[config.mk]
export PLATFORM = sky130hd
export DESIGN_NAME = ip_sdram_arbiter
export DESIGN_NICKNAME = d
export VERILOG_FILES = /design/src/rtl/ip_sdram_arbiter.sv
export SDC_FILE = /design/constraint.sdc
export NUM_CORES = 1
export LEC_CHECK = 0
export CORE_ASPECT_RATIO = 0.75
export CORE_UTILIZATION = 40
export CTS_BUF_LIST = sky130_fd_sc_hd__clkbuf_2
export CTS_CLUSTER_SIZE = 24
export DETAILED_ROUTE_END_ITERATION = 10
export PLACE_DENSITY = 0.82
export SYNTH_ARGS = -nofsm -noshare
export SYNTH_HDL_FRONTEND = slang
export SYNTH_SLANG_ARGS = --single-unit
[constraint.sdc]
create_clock -name clk -period 5.44 [get_ports clk]
set_input_delay 1.632 -clock clk [delete_from_list [all_inputs] [get_ports clk]]
set_output_delay 1.632 -clock clk [all_outputs]
set_load 0.005 [all_outputs]
[src/rtl/ip_sdram_arbiter.sv]
// N-port request arbiter and auto-refresh scheduler driving the ip_sdram command strobes.
// Optional build macro SDRAM_ARB_FIXED_PRIO_EN: lowest-numbered requester wins instead of round-robin.
module ip_sdram_arbiter #(
   parameter int unsigned NUM_PORTS     = 2,
   parameter int unsigned ADDR_W        = 23,
   parameter int unsigned WDATA_W       = 8,
   parameter int unsigned RDATA_W       = 32,
   parameter int unsigned RFSH_INTERVAL = 832,
   parameter int unsigned RD_TIMEOUT    = 64
) (
   input  logic                         clk,
   input  logic                         reset_n,
   input  logic [NUM_PORTS-1:0]         p_req,
   input  logic [NUM_PORTS-1:0]         p_wr,
   input  logic [NUM_PORTS*ADDR_W-1:0]  p_address,
   input  logic [NUM_PORTS*WDATA_W-1:0] p_wdata,
   output logic [NUM_PORTS-1:0]         p_ack,
   output logic [RDATA_W-1:0]           p_rdata,
   output logic [NUM_PORTS-1:0]         p_rdata_en,
   input  logic                         sdram_init_busy,
   input  logic                         sdram_busy,
   output logic                         mreq_n,
   output logic                         wr_n,
   output logic                         rd_n,
   output logic                         rfsh_n,
   output logic [ADDR_W-1:0]            address,
   output logic [WDATA_W-1:0]           wdata,
   input  logic [RDATA_W-1:0]           rdata,
   input  logic                         rdata_en,
   output logic                         rd_timeout
);

   localparam int unsigned IdxW  = (NUM_PORTS > 1) ? $clog2(NUM_PORTS) : 1;
   localparam int unsigned RfshW = $clog2(RFSH_INTERVAL + 1);
   localparam int unsigned ToW   = $clog2(RD_TIMEOUT + 1);
   localparam logic [RfshW-1:0] RfshReload = RfshW'(RFSH_INTERVAL - 1);
   localparam logic [ToW-1:0]   ToLast     = ToW'(RD_TIMEOUT - 1);

   typedef enum logic [2:0] {StInit, StIdle, StIssue, StRfsh, StDone, StWaitRd} state_e;

   state_e               state_q, state_d;
   logic [RfshW-1:0]     rfsh_cnt_q, rfsh_cnt_d;
   logic                 rfsh_pend_q, rfsh_pend_d;
   logic [ToW-1:0]       to_cnt_q, to_cnt_d;
   logic [IdxW-1:0]      last_grant_q, last_grant_d;
   logic [IdxW-1:0]      grant_q, grant_d;
   logic                 cmd_wr_q, cmd_wr_d;
   logic [ADDR_W-1:0]    addr_q, addr_d;
   logic [WDATA_W-1:0]   wdata_q, wdata_d;
   logic [NUM_PORTS-1:0] p_ack_q, p_ack_d;
   logic [RDATA_W-1:0]   p_rdata_q, p_rdata_d;
   logic [NUM_PORTS-1:0] p_rdata_en_q, p_rdata_en_d;
   logic                 rd_timeout_q, rd_timeout_d;

   logic                 sel_valid;
   logic [IdxW-1:0]      sel_idx;
   logic                 sel_wr;
   logic [ADDR_W-1:0]    sel_addr;
   logic [WDATA_W-1:0]   sel_wdata;
   logic                 accept;
   logic                 grant_now;
   logic [NUM_PORTS-1:0] grant_oh;

`ifdef SDRAM_ARB_FIXED_PRIO_EN
   always_comb begin
      sel_valid = 1'b0;
      sel_idx   = '0;
      for (int i = NUM_PORTS - 1; i >= 0; i--) begin
         if (p_req[i]) begin
            sel_valid = 1'b1;
            sel_idx   = IdxW'(i);
         end
      end
   end
`else
   // Scan offsets farthest-first so the requester nearest after last_grant is assigned last.
   always_comb begin
      sel_valid = 1'b0;
      sel_idx   = '0;
      for (int k = NUM_PORTS; k >= 1; k--) begin
         for (int i = 0; i < NUM_PORTS; i++) begin
            if (p_req[i] && ((int'(last_grant_q) + k) % int'(NUM_PORTS)) == i) begin
               sel_valid = 1'b1;
               sel_idx   = IdxW'(i);
            end
         end
      end
   end
`endif

   always_comb begin
      sel_wr    = 1'b0;
      sel_addr  = '0;
      sel_wdata = '0;
      grant_oh  = '0;
      for (int i = 0; i < NUM_PORTS; i++) begin
         if (sel_idx == IdxW'(i)) begin
            sel_wr    = p_wr[i];
            sel_addr  = p_address[i*ADDR_W +: ADDR_W];
            sel_wdata = p_wdata[i*WDATA_W +: WDATA_W];
         end
         grant_oh[i] = (grant_q == IdxW'(i));
      end
   end

   assign accept    = ((state_q == StIssue) || (state_q == StRfsh)) && !sdram_busy;
   assign grant_now = (state_q == StIdle) && !rfsh_pend_q && sel_valid;

   // State register.
   always_ff @(posedge clk or negedge reset_n) begin
      if (!reset_n) begin
         state_q <= StInit;
      end else begin
         state_q <= state_d;
      end
   end

   // Next-state logic.
   always_comb begin
      state_d = state_q;
      unique case (state_q)
         StInit:   if (!sdram_init_busy) state_d = StIdle;
         StIdle: begin
            if (rfsh_pend_q)    state_d = StRfsh;
            else if (sel_valid) state_d = StIssue;
         end
         StIssue:  if (!sdram_busy) state_d = cmd_wr_q ? StDone : StWaitRd;
         StRfsh:   if (!sdram_busy) state_d = StIdle;
         StDone:   state_d = StIdle;
         StWaitRd: if (rdata_en || (to_cnt_q == ToLast)) state_d = StIdle;
         default:  state_d = StInit;
      endcase
   end

   // Outputs: strobes decode straight from state so reset releases them asynchronously.
   always_comb begin
      mreq_n     = !((state_q == StIssue) || (state_q == StRfsh));
      wr_n       = !((state_q == StIssue) && cmd_wr_q);
      rd_n       = !((state_q == StIssue) && !cmd_wr_q);
      rfsh_n     = !(state_q == StRfsh);
      address    = addr_q;
      wdata      = wdata_q;
      p_ack      = p_ack_q;
      p_rdata    = p_rdata_q;
      p_rdata_en = p_rdata_en_q;
      rd_timeout = rd_timeout_q;
   end

   always_comb begin
      rfsh_cnt_d   = rfsh_cnt_q;
      rfsh_pend_d  = rfsh_pend_q;
      to_cnt_d     = '0;
      last_grant_d = last_grant_q;
      grant_d      = grant_q;
      cmd_wr_d     = cmd_wr_q;
      addr_d       = addr_q;
      wdata_d      = wdata_q;
      p_ack_d      = '0;
      p_rdata_d    = p_rdata_q;
      p_rdata_en_d = '0;
      rd_timeout_d = rd_timeout_q;

      if (state_q == StInit) begin
         rfsh_cnt_d = RfshReload;
      end else if (rfsh_cnt_q == '0) begin
         rfsh_cnt_d = RfshReload;
      end else begin
         rfsh_cnt_d = rfsh_cnt_q - 1'b1;
      end
      // A new tick landing on the refresh-accept edge survives; otherwise depth is capped at 1.
      if (accept && (state_q == StRfsh)) rfsh_pend_d = 1'b0;
      if ((state_q != StInit) && (rfsh_cnt_q == '0)) rfsh_pend_d = 1'b1;

      if (grant_now) begin
         grant_d  = sel_idx;
         cmd_wr_d = sel_wr;
         addr_d   = sel_addr;
         wdata_d  = sel_wdata;
      end

      if (accept && (state_q == StIssue)) begin
         p_ack_d      = grant_oh;
         last_grant_d = grant_q;
      end

      if (state_q == StWaitRd) begin
         to_cnt_d = to_cnt_q + 1'b1;
         if (rdata_en) begin
            p_rdata_d    = rdata;
            p_rdata_en_d = grant_oh;
         end else if (to_cnt_q == ToLast) begin
            rd_timeout_d = 1'b1;
         end
      end
   end

   always_ff @(posedge clk or negedge reset_n) begin
      if (!reset_n) begin
         rfsh_cnt_q   <= RfshReload;
         rfsh_pend_q  <= 1'b0;
         to_cnt_q     <= '0;
         last_grant_q <= '0;
         grant_q      <= '0;
         cmd_wr_q     <= 1'b0;
         addr_q       <= '0;
         wdata_q      <= '0;
         p_ack_q      <= '0;
         p_rdata_q    <= '0;
         p_rdata_en_q <= '0;
         rd_timeout_q <= 1'b0;
      end else begin
         rfsh_cnt_q   <= rfsh_cnt_d;
         rfsh_pend_q  <= rfsh_pend_d;
         to_cnt_q     <= to_cnt_d;
         last_grant_q <= last_grant_d;
         grant_q      <= grant_d;
         cmd_wr_q     <= cmd_wr_d;
         addr_q       <= addr_d;
         wdata_q      <= wdata_d;
         p_ack_q      <= p_ack_d;
         p_rdata_q    <= p_rdata_d;
         p_rdata_en_q <= p_rdata_en_d;
         rd_timeout_q <= rd_timeout_d;
      end
   end

endmodule

# Word level (Yosys, flattened, before mapping)
# Cells that the tools add are included.
word_totals:
  ff_bits: 92
  in_bits: 103
  elab_cells: 90
classes:
  muxes: 26
  eq_ne: 13
  addsub: 4
  n_reduce_logical: 30
  bitwise: 4
ops:
  columns: ["operator", "count"]
  rows:
  - ["$logic_not A32 Y1", 2]
  - ["$mux W23", 1]
  - ["$mux W10", 2]
  - ["$mux W3", 6]
  - ["$pmux W3 S6", 1]
  - ["$logic_and A1 B1 Y1", 12]
  - ["$mux W1", 11]
  - ["$logic_not A10 Y1", 1]
  - ["$sub A10 B1 Y10 const B", 1]
  - ["$mux W8", 1]
  - ["$ne A2 B2 Y1 const B", 4]
  - ["$add A7 B1 Y7 const B", 1]
  - ["$eq A7 B6 Y1 const B", 1]
  - ["$logic_not A1 Y1", 7]
  - ["$mux W7", 1]
  - ["$eq A3 B2 Y1 const B", 2]
  - ["$eq A3 B3 Y1 const B", 2]
  - ["$mux W2", 3]
  - ["$reduce_and A5 Y1", 1]
  - ["$eq A2 B2 Y1 const B", 2]
  - ["$eq A3 B1 Y1 const B", 1]
  - ["$logic_not A3 Y1", 1]
  - ["$ne A3 B3 Y1 const B", 1]
  - ["$reduce_and A3 Y1", 1]
  - ["7 further kinds", 11]

# Depth between registers and ports, before layout
# Gate-level depths: netlist of the first run.
logic_depth:
  depth_word: 11
  ltp_mapped: 6
  depth_no_buf: 5

# Worst setup path before layout of the first run
# No wires, ideal clock.
synth_path:
  path_type: "input-to-reg"
  start: "in p_req[1]"
  end: "reg addr_q[10], in the netlist address[10]"
  t_required_ns: 5.315
  setup_time_ns: 0.125
  n_path_buf: 1
  cell_stages: 4
  path_slack_ns: 2.373
  arrival_time_ns: 2.942
  cell_sequence: "a21boi_1 clkbuf_1 mux2_2 mux2_2"
synth_via:
  elab_chain_len: 5
synth_rtl:
  columns: ["item", "line", "text"]
  rows:
  - ["start: declaration", "13", "input logic [NUM_PORTS-1:0] p_req,"]
  - ["$logic_and A1 B1 Y1", "82", "if (p_req[i] && ((int'(last_grant_q) + k) % int'(NUM_PORTS)) == i) begin"]
  - ["$mux W1 (3 in a row)", "82", null]
  - ["$mux W23 / $logic_and A1 B1 Y1 (equally long branches)", "97, 107", null]
  - ["end signal: assignment", "218", "addr_q <= addr_d;"]
  - ["end: declaration", "48", "logic [ADDR_W-1:0] addr_q, addr_d;"]
# Parallel ways exist; a longest one is shown, timed or not.
# A chain may end at the register's enable or synchronous reset.

# Worst setup path after layout of the first run
layout_path:
  start: "reg state_q[2]"
  end: "out rd_n"
layout_via:
  elab_chain_len: 3
layout_rtl:
  columns: ["item", "line", "text"]
  rows:
  - ["start: declaration", "41", "state_e state_q, state_d;"]
  - ["start signal: assignment", "112", "state_q <= StInit;"]
  - ["start signal: assignment", "114", "state_q <= state_d;"]
  - ["$eq A3 B2 Y1", "139", "rd_n = !((state_q == StIssue) && !cmd_wr_q);"]
  - ["$logic_and A1 B1 Y1", "139", null]
  - ["$logic_not A1 Y1", "139", null]
  - ["end: declaration", "24", "output logic rd_n,"]
# No other way between the ends.

==> results of run 1 <==
-- cell type report --
class | count | area [sq um]
Fill cell | 795 | 3730
Sequential cell | 92 | 2310
Timing Repair Buffer | 177 | 1760
Multi-Input combinational cell | 181 | 1620
Tap cell | 132 | 165
Clock buffer | 12 | 60.1
Inverter | 8 | 30.0
Clock inverter | 4 | 16.3
-- worst min path at each step --
stage / endpoint / slack (ns) / cells after the start
6_report: to_cnt_q[0] / 0.47 / 1
5_1_grt: to_cnt_q[0] / 0.51 / 1
4_1_cts: to_cnt_q[0] / 0.48 / 1
3_5_place_dp: rfsh_cnt_q[0] / 0.45 / 1
3_3_place_gp: rfsh_cnt_q[0] / 0.44 / 1
2_1_floorplan: rfsh_cnt_q[0] / 0.43 / 1
-- through the flow --
step	cell area [sq um]	cells	worst slack (ns)
after CTS	5960	606	1.63
after global routing	5960	606	1.53
final	5960	606	1.69
after floorplan	4020	296	2.37
after detailed placement	5890	590	1.43
after global placement	5890	590	1.49
-- power breakdown --
group	switching, mW	leakage [nW]	internal, mW
clock network	0.215	0.0585	0.0609
registers	0.172	1.13	0.960
logic	0.372	1.28	0.780
-- cells by family (layout without fill, tap and decap cells) --
family	count (synthesis)	in the layout	synth area share, %
multiplexers	98	98	27.5
AND/OR/NAND/NOR	49	49	6.38
AO/OA/AOI/OAI	28	28	4.67
adder cells (fa/ha/maj)	2	2	0.623
flip-flops	92	92	57.6
XOR/XNOR	4	4	0.872
buffers and inverters	23	201	2.43
-- flip-flops by register name (all words and copies together), names as in the netlist --
name and count:
p_rdata_en 2, rfsh_cnt_q 10, wdata 8, state_q 3, last_grant_q 1, grant_q 1
rfsh_pend_q 1, cmd_wr_q 1, p_rdata 32, to_cnt_q 7, p_ack 2, address 23
rd_timeout 1
-- layer usage --
| layer | global-route usage [%] | up-vias | wire length (microns) |
|---|---|---|---|
| met5 | 0 | - | 0 |
| met4 | 4.78 | 0 | 77 |
| met3 | 9.02 | 7 | 792 |
| met2 | 33.3 | 99 | 4970 |
| met1 | 21.2 | 1481 | 3800 |
| li1 | - | 1408 | - |
-- cell usage after synthesis (5+ instances only) --
| cell type | number |
|---|---|
| buf_2 | 9 |
| or3_1 | 7 |
| nand3_1 | 7 |
| mux2_1 | 11 |
| dfrtp_1 | 84 |
| o21ai_0 | 6 |
| inv_1 | 8 |
| dfstp_2 | 8 |
| clkbuf_1 | 6 |
| a21oi_1 | 6 |
| nand2_1 | 8 |
| mux2_2 | 87 |
| o31ai_1 | 5 |
| nor2_1 | 13 |
==> impl_metrics.env, run 1 <==
export IMPL_synthCells=296
export IMPL_fp_coreArea_sq_um=9700
export IMPL_status="completed"
export IMPL_clk_latency_ns=0.56
export IMPL_seq_area_frac_synth_pct=57.6
export IMPL_yosys_area_top_type="dfrtp_1"
export IMPL_cts_resized=0
export IMPL_slew_violations=0
export IMPL_numCtsBuffers=9
export IMPL_min_path_type="flop to flop"
export IMPL_max_stage_delay_ns=0.52
export IMPL_fin_util_pct=61.5
export IMPL_syn_nets=401
export IMPL_nets=574
export IMPL_rows=31
export IMPL_cp_buffers_inverters=1
export IMPL_ys_types=35
export IMPL_drc_errors=0
export IMPL_portBuffers=174
export IMPL_cts_buffer_depth=2
export IMPL_hold_viol_final=0
export IMPL_crit_fanout=9
export IMPL_ir_worst_vdd_uv=280
export IMPL_antennaDiodeCount=0
export IMPL_end_kind="output pin"
export IMPL_antenna_found_initial=0
export IMPL_skew_ns=0.0285
export IMPL_synth_area_leaders="dfrtp_1, mux2_2, dfstp_2"
export IMPL_fin_total_pwr_mw=2.56
export IMPL_layout_common_cells="clkdlybuf4s50_1, mux2_2, dfrtp_1"
export IMPL_reg2reg_to="p_rdata[17]"
export IMPL_drt_initial_drc_count=95
export IMPL_cap_violations=0
export IMPL_gp_congestion=0.766
export IMPL_grt_max_degree=65
export IMPL_floorplan_initialDensity_pct=41.4
export IMPL_hold_slack_ns=0.473
export IMPL_syn_to_final_growth_pct=48.5
export IMPL_ys_warnings_count=0
export IMPL_tightest_slew_ns=1.12
export IMPL_setup_worst_path_end="rd_n"
export IMPL_ff2ff_setup_slack_ns=3.04
export IMPL_avgViaCountPerCell=4.94
export IMPL_drive_gt1_share_pct=24.1
export IMPL_htree_levels=3
export IMPL_min_period_over_period_pct=69.0
export IMPL_final_common_cell="clkdlybuf4s50_1"
export IMPL_synth_ff_type="dfrtp_1"
export IMPL_clkTransAtPathRegs_ns=0.23
export IMPL_grt_overflow_total=0
export IMPL_synth_edf_count=0
export IMPL_leakage_nw=2.47
export IMPL_critical_path_depth=3
export IMPL_ant_nets=0
export IMPL_clockRootBuffer="clkbuf_2"
export IMPL_ys_async_sr_fraction_pct=100
export IMPL_p_per_area_nw_per_um2=429
export IMPL_dp_hpwl_mm=7.09
export IMPL_clock_sinks=92
export IMPL_postCtsHoldBufs=0
export IMPL_track_usage_pct=19.0
export IMPL_cp_slowest_cell="dfrtp_1"
export IMPL_path_cells="nand2b_1 -> or3_1 -> clkdlybuf4s50_1"
export IMPL_crit_type="flop to output pin"
export IMPL_wire_per_inst_microns=15.9
export IMPL_crit_family="simple AND/OR/NAND/NOR gates"
export IMPL_r2r_start="state_q[0]"
export IMPL_grt_pass1_vias=3201
export IMPL_die_height_microns=88.8
export IMPL_worstPathRequired_ns=3.81
export IMPL_cts_tree="done"
export IMPL_setup_tns_final_ns=0
export IMPL_totalWireLength_mm=9.64
export IMPL_timing_fmax_mhz=266
export IMPL_max_slew_margin_pct=25.0
export IMPL_syn_area_per_cell_sq_um=13.6
export IMPL_cp_start_kind="flop"
export IMPL_die_x_microns=118
export IMPL_ys_ff_latch=92
export IMPL_finalSetupViolations=0
export IMPL_dr_total_vias=2995
export IMPL_fin_crit_ns=3.75
export IMPL_rsz0062_at_grt="false"
export IMPL_r2r_cells=3
export IMPL_cts_setup_buffers=0
export IMPL_synth_top_cell_area_share_pct=52.3
export IMPL_hp_start="to_cnt_q[0]"
export IMPL_startpoint="state_q[2]"
export IMPL_ioPinCount=175
export IMPL_die_area_sq_um=10500
export IMPL_dr_pass1_iters=5
export IMPL_worstPathArrival_ns=2.12
export IMPL_netlist_area_sq_um=4020
export IMPL_grt_pass1_wl_mm=15.3
No activity file was read; power rests on OpenSTA's default activity.
==> run 2, diff against run 1 <==
CORE_UTILIZATION = 39   (was 40)
PLACE_DENSITY = 0.83   (was 0.82)
clock period = 3.2 ns   (was 5.44 ns; I/O delays follow)
==> run 2 against run 1 <==
- register-to-register slack worse by 1.9 ns
- sequential power is 70% higher
- setup slack worse by 1.5 ns
==> impl_metrics.env, run 2 (synthesized netlist as in run 1, its figures left out) <==
export IMPL_max_slew_margin_pct=57.8
export IMPL_dp_hpwl_mm=6.99
export IMPL_die_height_microns=89.9
export IMPL_clockRootBuffer="clkbuf_2"
export IMPL_path_cells="nand2b_1 -> or3_1 -> clkdlybuf4s50_1"
export IMPL_drt_initial_drc_count=106
export IMPL_cp_slowest_cell="dfrtp_2"
export IMPL_clkTransAtPathRegs_ns=0.23
export IMPL_antennaDiodeCount=0
export IMPL_grt_pass1_vias=3241
export IMPL_timing_fmax_mhz=331
export IMPL_p_per_area_nw_per_um2=745
export IMPL_numCtsBuffers=9
export IMPL_skew_ns=0.0299
export IMPL_gp_congestion=0.728
export IMPL_min_path_type="primary input to asynchronous set/reset pin"
export IMPL_clock_sinks=92
export IMPL_totalWireLength_mm=9.52
export IMPL_track_usage_pct=19.0
export IMPL_drc_errors=0
export IMPL_ant_nets=0
export IMPL_syn_to_final_growth_pct=51.1
export IMPL_fin_crit_ns=3.02
export IMPL_dr_pass1_iters=4
export IMPL_max_stage_delay_ns=0.50
export IMPL_cp_start_kind="flop"
export IMPL_end_kind="output pin"
export IMPL_fill_cells=776
export IMPL_postCtsHoldBufs=0
export IMPL_fin_total_pwr_mw=4.52
export IMPL_floorplan_initialDensity_pct=40.9
export IMPL_tightest_slew_ns=0.633
export IMPL_cts_tree="done"
export IMPL_dr_total_vias=2976
export IMPL_ioPinCount=175
export IMPL_final_common_cell="clkdlybuf4s50_1"
export IMPL_fin_util_pct=61.9
export IMPL_slew_violations=0
export IMPL_worstPathArrival_ns=2.06
export IMPL_cap_violations=0
export IMPL_fp_coreArea_sq_um=9810
export IMPL_rsz0062_at_grt="false"
export IMPL_layout_common_cells="clkdlybuf4s50_1, mux2_2, dfrtp_1"
export IMPL_grt_pass1_wl_mm=16.0
export IMPL_leakage_nw=2.51
export IMPL_portBuffers=174
export IMPL_rows=31
export IMPL_nets=577
export IMPL_finalSetupViolations=0
export IMPL_setup_tns_final_ns=0
export IMPL_placed_cell_area_sq_um=5930
export IMPL_drive_gt1_share_pct=25.2
export IMPL_clk_latency_ns=0.54
export IMPL_grt_overflow_total=0
export IMPL_status="completed"
export IMPL_ir_worst_vdd_uv=351
export IMPL_hold_slack_ns=0.391
export IMPL_htree_levels=3
export IMPL_crit_fanout=8
export IMPL_avgViaCountPerCell=4.89
export IMPL_cts_buffer_depth=2
export IMPL_worstPathRequired_ns=2.24
export IMPL_wire_per_inst_microns=15.6
export IMPL_grt_max_degree=49
export IMPL_largest_reg_flops=32
export IMPL_die_x_microns=119
export IMPL_hold_viol_final=0
export IMPL_crit_type="flop to output pin"
export IMPL_antenna_found_initial=0
export IMPL_die_area_sq_um=10700
export IMPL_fin_area_sq_um=6070
export IMPL_min_period_over_period_pct=94.3
[run 2: cell count changes in the layout (fill, tap and decap cells not counted), moves of 2 or more]
cell,delta
buf_12,+2
bufinv_16,+2
dfrtp_1,-2
dfrtp_2,+2
[run 2: final timing paths]
check	slack (ns)	end	cells past startpoint	startpoint
worst min-delay path	0.39	address[20]	1	reset_n
worst min register to register	0.49	rfsh_cnt_q[0]	1	rfsh_cnt_q[0]
worst max register to register	1.14	address[16]	5	state_q[2]
min in group clk	0.49	rfsh_cnt_q[0]	1	rfsh_cnt_q[0]
worst max-delay path	0.18	rd_n	3	state_q[2]
max in group asynchronous	2.11	state_q[2]	2	reset_n
[run 2: what timing repair did]
item / CTS / global route
setup endpoints to repair: 0 / 1
buffers inserted: 0 / 1
resized for setup: 0 / 2
[run 2: area by class of cell]
type | count | area (sq um) | area share [%]
Clock buffer | 11 | 55.1 | 0.907
Inverter | 8 | 30.0 | 0.495
Timing Repair Buffer | 180 | 1810 | 29.8
Clock inverter | 5 | 76.3 | 1.26
Multi-Input combinational cell | 181 | 1620 | 26.7
Tap cell | 132 | 165 | 2.72
Sequential cell | 92 | 2310 | 38.1
[run 2: stage by stage]
| stage | std cells | setup slack [ns] |
|---|---|---|
| 2_1_floorplan | 296 | 0.805 |
| 3_3_place_gp | 592 | 0.568 |
| 3_5_place_dp | 592 | 0.536 |
| 4_1_cts | 608 | 0.0600 |
| 5_1_grt | 609 | 0.0114 |
| 6_report | 609 | 0.183 |
[run 2: report_power, final]
part	internal (mW)	switching (mW)	total [mW]
clock network	0.262	0.375	0.636
logic	1.34	0.628	1.97
registers	1.63	0.286	1.92
total	3.24	1.29	4.52
[run 2: critical path: cells and delay by family, from the launching register on]
family / cells / cell delay (ns)
buffers and inverters: 1 / 0.46
and+or+nand+nor: 2 / 0.56
DFF: 1 / 0.50
[run 2: per-layer routing]
| layer | vias up | track usage (%) | share of wire [%] |
|---|---|---|---|
| li1 | 1416 | - | - |
| met2 | 99 | 33.1 | 51 |
| met3 | 11 | 7.23 | 8.0 |
| met1 | 1450 | 21.7 | 40 |
| met5 | - | 0 | 0 |
| met4 | 0 | 5.38 | 1.3 |
